`src/rtl/key_event_engine.sv`:
```
// Multi-key debounce engine: synchronises raw buttons, debounces both edges on a shared ms tick,
// and reports held level, long-press and auto-repeat as registered levels and one-cycle pulses.
module key_event_engine #(
    parameter int N_KEYS      = 5,
    parameter int CLK_PER_MS  = 50000,
    parameter int DEBOUNCE_MS = 30,
    parameter int LONG_MS     = 2000,
    parameter int REPEAT_MS   = 200,
    parameter int ACTIVE_LOW  = 1,
    parameter int CNT_W       = 16
) (
    input  logic              clk,
    input  logic              rst,
    input  logic [N_KEYS-1:0] key,
    output logic [N_KEYS-1:0] key_level,
    output logic [N_KEYS-1:0] key_long,
    output logic [N_KEYS-1:0] press_pulse,
    output logic [N_KEYS-1:0] release_pulse,
    output logic [N_KEYS-1:0] long_pulse,
    output logic [N_KEYS-1:0] repeat_pulse,
    output logic              tick_ms
);

    // state   | meaning
    // IDLE    | key released and accepted as released
    // DB_DN   | press seen, waiting DEBOUNCE_MS stable ticks
    // PRESSED | press accepted, timing toward long press
    // LONG    | long press reached, generating repeats
    // DB_UP   | release seen, waiting DEBOUNCE_MS stable ticks
    typedef enum logic [2:0] {IDLE, DB_DN, PRESSED, LONG, DB_UP} state_t;

    localparam int PW = (CLK_PER_MS > 1) ? $clog2(CLK_PER_MS) : 1;
    localparam logic [PW-1:0]     P_LAST    = PW'(CLK_PER_MS - 1);
    localparam logic [CNT_W-1:0]  DB_LAST   = CNT_W'(DEBOUNCE_MS - 1);
    localparam logic [CNT_W-1:0]  LONG_LAST = CNT_W'(LONG_MS - 1);
    localparam logic [CNT_W-1:0]  REP_LAST  = CNT_W'((REPEAT_MS > 0) ? REPEAT_MS - 1 : 0);
    localparam logic [N_KEYS-1:0] RELEASED  = (ACTIVE_LOW != 0) ? {N_KEYS{1'b1}} : {N_KEYS{1'b0}};

    logic [PW-1:0]     pcnt;
    logic              tick;
    logic [N_KEYS-1:0] sync1, sync2, p;

    state_t            state_q [N_KEYS];
    state_t            state_d [N_KEYS];
    logic [CNT_W-1:0]  dcnt_q [N_KEYS];
    logic [CNT_W-1:0]  dcnt_d [N_KEYS];
    logic [CNT_W-1:0]  hcnt_q [N_KEYS];
    logic [CNT_W-1:0]  hcnt_d [N_KEYS];
    logic [CNT_W-1:0]  rcnt_q [N_KEYS];
    logic [CNT_W-1:0]  rcnt_d [N_KEYS];
    logic [N_KEYS-1:0] level_d, long_d, press_d, release_d, lp_d, rp_d;

    assign tick    = (pcnt == P_LAST);
    assign tick_ms = tick;
    assign p       = (ACTIVE_LOW != 0) ? ~sync2 : sync2;

    always_ff @(posedge clk or posedge rst) begin
        if (rst) begin
            pcnt  <= '0;
            sync1 <= RELEASED;
            sync2 <= RELEASED;
        end else begin
            pcnt  <= tick ? '0 : pcnt + 1'b1;
            sync1 <= key;
            sync2 <= sync1;
        end
    end

    always_ff @(posedge clk or posedge rst) begin
        if (rst) begin
            for (int i = 0; i < N_KEYS; i++) begin
                state_q[i] <= IDLE;
                dcnt_q[i]  <= '0;
                hcnt_q[i]  <= '0;
                rcnt_q[i]  <= '0;
            end
            key_level     <= '0;
            key_long      <= '0;
            press_pulse   <= '0;
            release_pulse <= '0;
            long_pulse    <= '0;
            repeat_pulse  <= '0;
        end else begin
            for (int i = 0; i < N_KEYS; i++) begin
                state_q[i] <= state_d[i];
                dcnt_q[i]  <= dcnt_d[i];
                hcnt_q[i]  <= hcnt_d[i];
                rcnt_q[i]  <= rcnt_d[i];
            end
            key_level     <= level_d;
            key_long      <= long_d;
            press_pulse   <= press_d;
            release_pulse <= release_d;
            long_pulse    <= lp_d;
            repeat_pulse  <= rp_d;
        end
    end

    // A change of p always wins over a coincident tick: the state exits and the tick is dropped.
    always_comb begin
        level_d   = key_level;
        long_d    = key_long;
        press_d   = '0;
        release_d = '0;
        lp_d      = '0;
        rp_d      = '0;
        for (int i = 0; i < N_KEYS; i++) begin
            state_d[i] = state_q[i];
            dcnt_d[i]  = dcnt_q[i];
            hcnt_d[i]  = hcnt_q[i];
            rcnt_d[i]  = rcnt_q[i];
            case (state_q[i])
                IDLE: begin
                    if (p[i]) begin
                        state_d[i] = DB_DN;
                        dcnt_d[i]  = '0;
                    end
                end
                DB_DN: begin
                    if (!p[i]) begin
                        state_d[i] = IDLE;
                    end else if (tick) begin
                        if (dcnt_q[i] == DB_LAST) begin
                            state_d[i] = PRESSED;
                            level_d[i] = 1'b1;
                            press_d[i] = 1'b1;
                            hcnt_d[i]  = '0;
                        end else begin
                            dcnt_d[i] = dcnt_q[i] + 1'b1;
                        end
                    end
                end
                PRESSED: begin
                    if (!p[i]) begin
                        state_d[i] = DB_UP;
                        dcnt_d[i]  = '0;
                    end else if (tick) begin
                        if (hcnt_q[i] == LONG_LAST) begin
                            state_d[i] = LONG;
                            long_d[i]  = 1'b1;
                            lp_d[i]    = 1'b1;
                            rcnt_d[i]  = '0;
                        end else begin
                            hcnt_d[i] = hcnt_q[i] + 1'b1;
                        end
                    end
                end
                LONG: begin
                    if (!p[i]) begin
                        state_d[i] = DB_UP;
                        dcnt_d[i]  = '0;
                    end else if (tick && (REPEAT_MS > 0)) begin
                        if (rcnt_q[i] == REP_LAST) begin
                            rp_d[i]   = 1'b1;
                            rcnt_d[i] = '0;
                        end else begin
                            rcnt_d[i] = rcnt_q[i] + 1'b1;
                        end
                    end
                end
                DB_UP: begin
                    // hcnt/rcnt deliberately untouched so a bounce resumes the hold timing.
                    if (p[i]) begin
                        state_d[i] = key_long[i] ? LONG : PRESSED;
                    end else if (tick) begin
                        if (dcnt_q[i] == DB_LAST) begin
                            state_d[i]   = IDLE;
                            level_d[i]   = 1'b0;
                            long_d[i]    = 1'b0;
                            release_d[i] = 1'b1;
                        end else begin
                            dcnt_d[i] = dcnt_q[i] + 1'b1;
                        end
                    end
                end
                default: state_d[i] = IDLE;
            endcase
        end
    end

endmodule

```
`config.mk`:
```
export PLATFORM = sky130hd
export DESIGN_NAME = key_event_engine
export DESIGN_NICKNAME = d
export VERILOG_FILES = /design/src/rtl/key_event_engine.sv
export SDC_FILE = /design/constraint.sdc
export NUM_CORES = 1
export LEC_CHECK = 0
export CORE_AREA = 2 2 175 177
export DETAILED_ROUTE_END_ITERATION = 8
export DIE_AREA = 0 0 177 179
export PLACE_DENSITY = 0.77
export SLEW_MARGIN = 30
export SYNTH_ARGS = -nofsm -noshare
export SYNTH_HDL_FRONTEND = slang
export SYNTH_SLANG_ARGS = --single-unit
```
`constraint.sdc`:
```
create_clock -name clk -period 14 [get_ports clk]
set_input_delay 4.2 -clock clk [delete_from_list [all_inputs] [get_ports clk]]
set_output_delay 4.2 -clock clk [all_outputs]
set_load 0.005 [all_outputs]
```
==> results.tsv <==
metric	value	unit
status	complete, no violations	
path_class	reg2out	
min_path_type	reg2reg	
r2r-start	pcnt[0]	
cts_tree	done	
yosysSeqAreaShare	45.9	%
fin_crit	6.40	ns
cp.required	9.80	ns
crit_end	tick_ms	
maxCapViolCount	0	
synth_top_cell_by_area	dfrtp_1	
grt_pass1_wl	66.4	mm
drive_gt1_share	5.46	%
clk_path_buf_depth	3	
synthDistinctLibCells	78	
diodes	0	
initialDrtViolationCount	1137	
rsz0062_at_grt	false	
synth_ff_type	dfrtp_1	
synth-async-reset-ratio	100	%
arrival	2.20	ns
cp_top_family	buffers and inverters	
cp_slowest_cell	clkdlybuf4s50_1	
worst_pin_slew	0.864	ns
fmax	156	MHz
nets	1980	
finalClockSkew	0.0200	ns
grt_usage	24.8	%
final_cells	2374	
fin_hold_ws	0.359	ns
syn2layout_area_growth	11.1	%
path_clk_slew	0.06	ns
die_x	177	µm
crit_chain	ha_1, and3_1, nand4_1, inv_1, clkdlybuf4s50_1	
wl_per_cell	16.4	µm
max_stage_delay	0.52	ns
start_kind	flip-flop	
ys_warn_count	0	
synth_area_leaders	dfrtp_1 (44%), o21ai_0 (8.6%), nor2_1 (4.3%)	
ir_drop	0.0906	mV
rrSetupSlack	10.80	ns
vias_per_cell	6.32	
coreArea	0.0300	mm²
critPathCaptureType	output port	
r2r_cells	8	
die_area	0.0317	mm²
num_vias	15000	
rows	64	
wl_met1	18.0	mm
slew_viol_final	0	
min_period_over_period	45.7	%
drt_wl_total	39.0	mm
routed-wl-met3	1.87	mm
rr_endpoint	hcnt_q[38]	
critPathLaunch	pcnt[0]	
hpwl	24.9	mm
cts_resized	0	
clock_sinks	311	
place_inst	2309	
port_buffers	37	
crit_cells	5	
fin_setup_tns	0	ns
grt_max_degree	193	
p_leak	7.96	nW
start_util	56.6	%
globalplace.congestion	0.867	
drc	0	
syn_inst	1949	
setup_violations	0	
powerDensity	111	mW/mm²
firstDrtPassIters	5	
cts_buffers	36	
worstSkewPairLatency	0.52	ns
grt_pass1_vias	13900	
synth_top_area_share	44.3	%
ant_nets	0	
wl_met2	18.2	mm
grt_antenna_before_repair	0	
die_y	179	µm
netlist_area	0.0170	mm²
avgSynthCellArea	8.71	µm²
top_layer	met4	
cts_max_level	2	
crit_path_max_fanout	5	
finalHoldViolCount	0	
cts_hold_buf	0	
ys_ff_latch	311	
maxSlewHeadroom	42.0	%
syn_nets	1977	
ios	38	
synth_edf_count	0	
post-cts-setup-buffer-count	0	
path_buf_inv	2	
overflow	0	
cts_root_buf	clkbuf_16	
cells in the mapped netlist, types with 37 or more instances:
cell type / count
nand2_1: 158
nand3_1: 138
and3_1: 79
o31ai_1: 94
a21oi_1: 57
o21ai_0: 291
dfrtp_1: 301
inv_1: 43
nor4_1: 45
clkbuf_1: 70
nor2_1: 194
a31oi_1: 37
nand4_1: 48
nand2b_1: 43
where the power goes:
part           total, W  switching [W]  internal (W)
Clock          0.000964       0.000368      0.000596
Sequential     0.000950      0.0000390      0.000911
Combinational  0.000185       0.000125     0.0000600
Total           0.00210       0.000532       0.00157
per-stage QoR:
| stage | worst slack (ns) | utilization (%) | power, W | instance area (µm²) |
|---|---|---|---|---|
| after floorplan | 1.22 | - | 0.00110 | 17000 |
| after global placement | 7.64 | 58.6 | 0.00114 | 17600 |
| after detailed placement | 7.62 | 58.7 | 0.00115 | 17600 |
| after CTS | 7.57 | 62.7 | 0.00212 | 18800 |
| after global routing | 7.43 | 62.8 | 0.00219 | 18900 |
| final | 7.60 | 62.8 | 0.00210 | 18900 |
worst register-to-register path: cells and delay by family, from the launching register on:
family,cells,cell delay (ns)
AOI/OAI and AO/OA,1,0.46
adders and majority gates,1,0.24
buffers and inverters,1,0.30
DFF,1,0.38
and+or+nand+nor,5,1.75
cell families after synthesis:
logic type	count (synthesis)	share of synthesized area [%]
simple gates	904	28.4
fa+ha+maj	21	1.55
mux	5	0.309
xor+xnor	31	1.60
compound gates	553	19.4
buf+inv	124	2.84
flops	311	45.9
flip-flops by register name (all words and copies together), names as in the netlist:
| signal | cells |
|---|---|
| long_pulse | 5 |
| sync2 | 5 |
| repeat_pulse | 5 |
| sync1 | 5 |
| rcnt_q | 80 |
| release_pulse | 5 |
| dcnt_q | 80 |
| pcnt | 16 |
| key_level | 5 |
| key_long | 5 |
| state_q | 15 |
| press_pulse | 5 |
| hcnt_q | 80 |
per-layer routing:
layer | track usage [%] | vias to the layer above
li1 | - | 7239
met5 | 0 | -
met3 | 3.24 | 67
met1 | 34.9 | 7323
met4 | 7.02 | 0
met2 | 40.5 | 370
cell usage in the layout (no fill, tap or decap), types with 8 or more instances in the layout:
cell,instances
nand2b_1,43
and4_1,24
nand3_1,138
dfstp_2,10
a21oi_1,57
and2_1,20
o21a_1,8
nand2_1,158
nor4_1,45
and3_1,79
a31oi_1,37
a21o_1,9
o31ai_1,94
dfrtp_1,301
clkbuf_16,37
xnor2_1,12
xor2_1,19
or4_1,20
clkdlybuf4s50_1,37
o21ai_0,291
nor4b_1,8
or3_1,18
nand4_1,48
nor3_1,34
inv_1,42
ha_1,21
nor2_1,194
nor2b_1,33
final cells by class:
type                            count  area, µm²
Tap cell                          396        495
Fill cell                        2559      11200
Clock inverter                     13        173
Sequential cell                   311       7790
Multi-Input combinational cell   1514       8720
Clock buffer                       51       1050
Inverter                           44        173
Timing Repair Buffer               45        463
worst min-delay path by stage:
stage          startpoint       end  slack [ns]  cells after the start
3_3_place_gp     sync1[0]  sync2[0]        0.35                      0
3_5_place_dp     sync1[0]  sync2[0]        0.35                      0
6_report         sync1[0]  sync2[0]        0.36                      0
5_1_grt          sync1[2]  sync2[2]        0.36                      0
4_1_cts          sync1[0]  sync2[0]        0.36                      0
2_1_floorplan    sync1[0]  sync2[0]        0.35                      0
No activity file was read; power rests on OpenSTA's default activity.
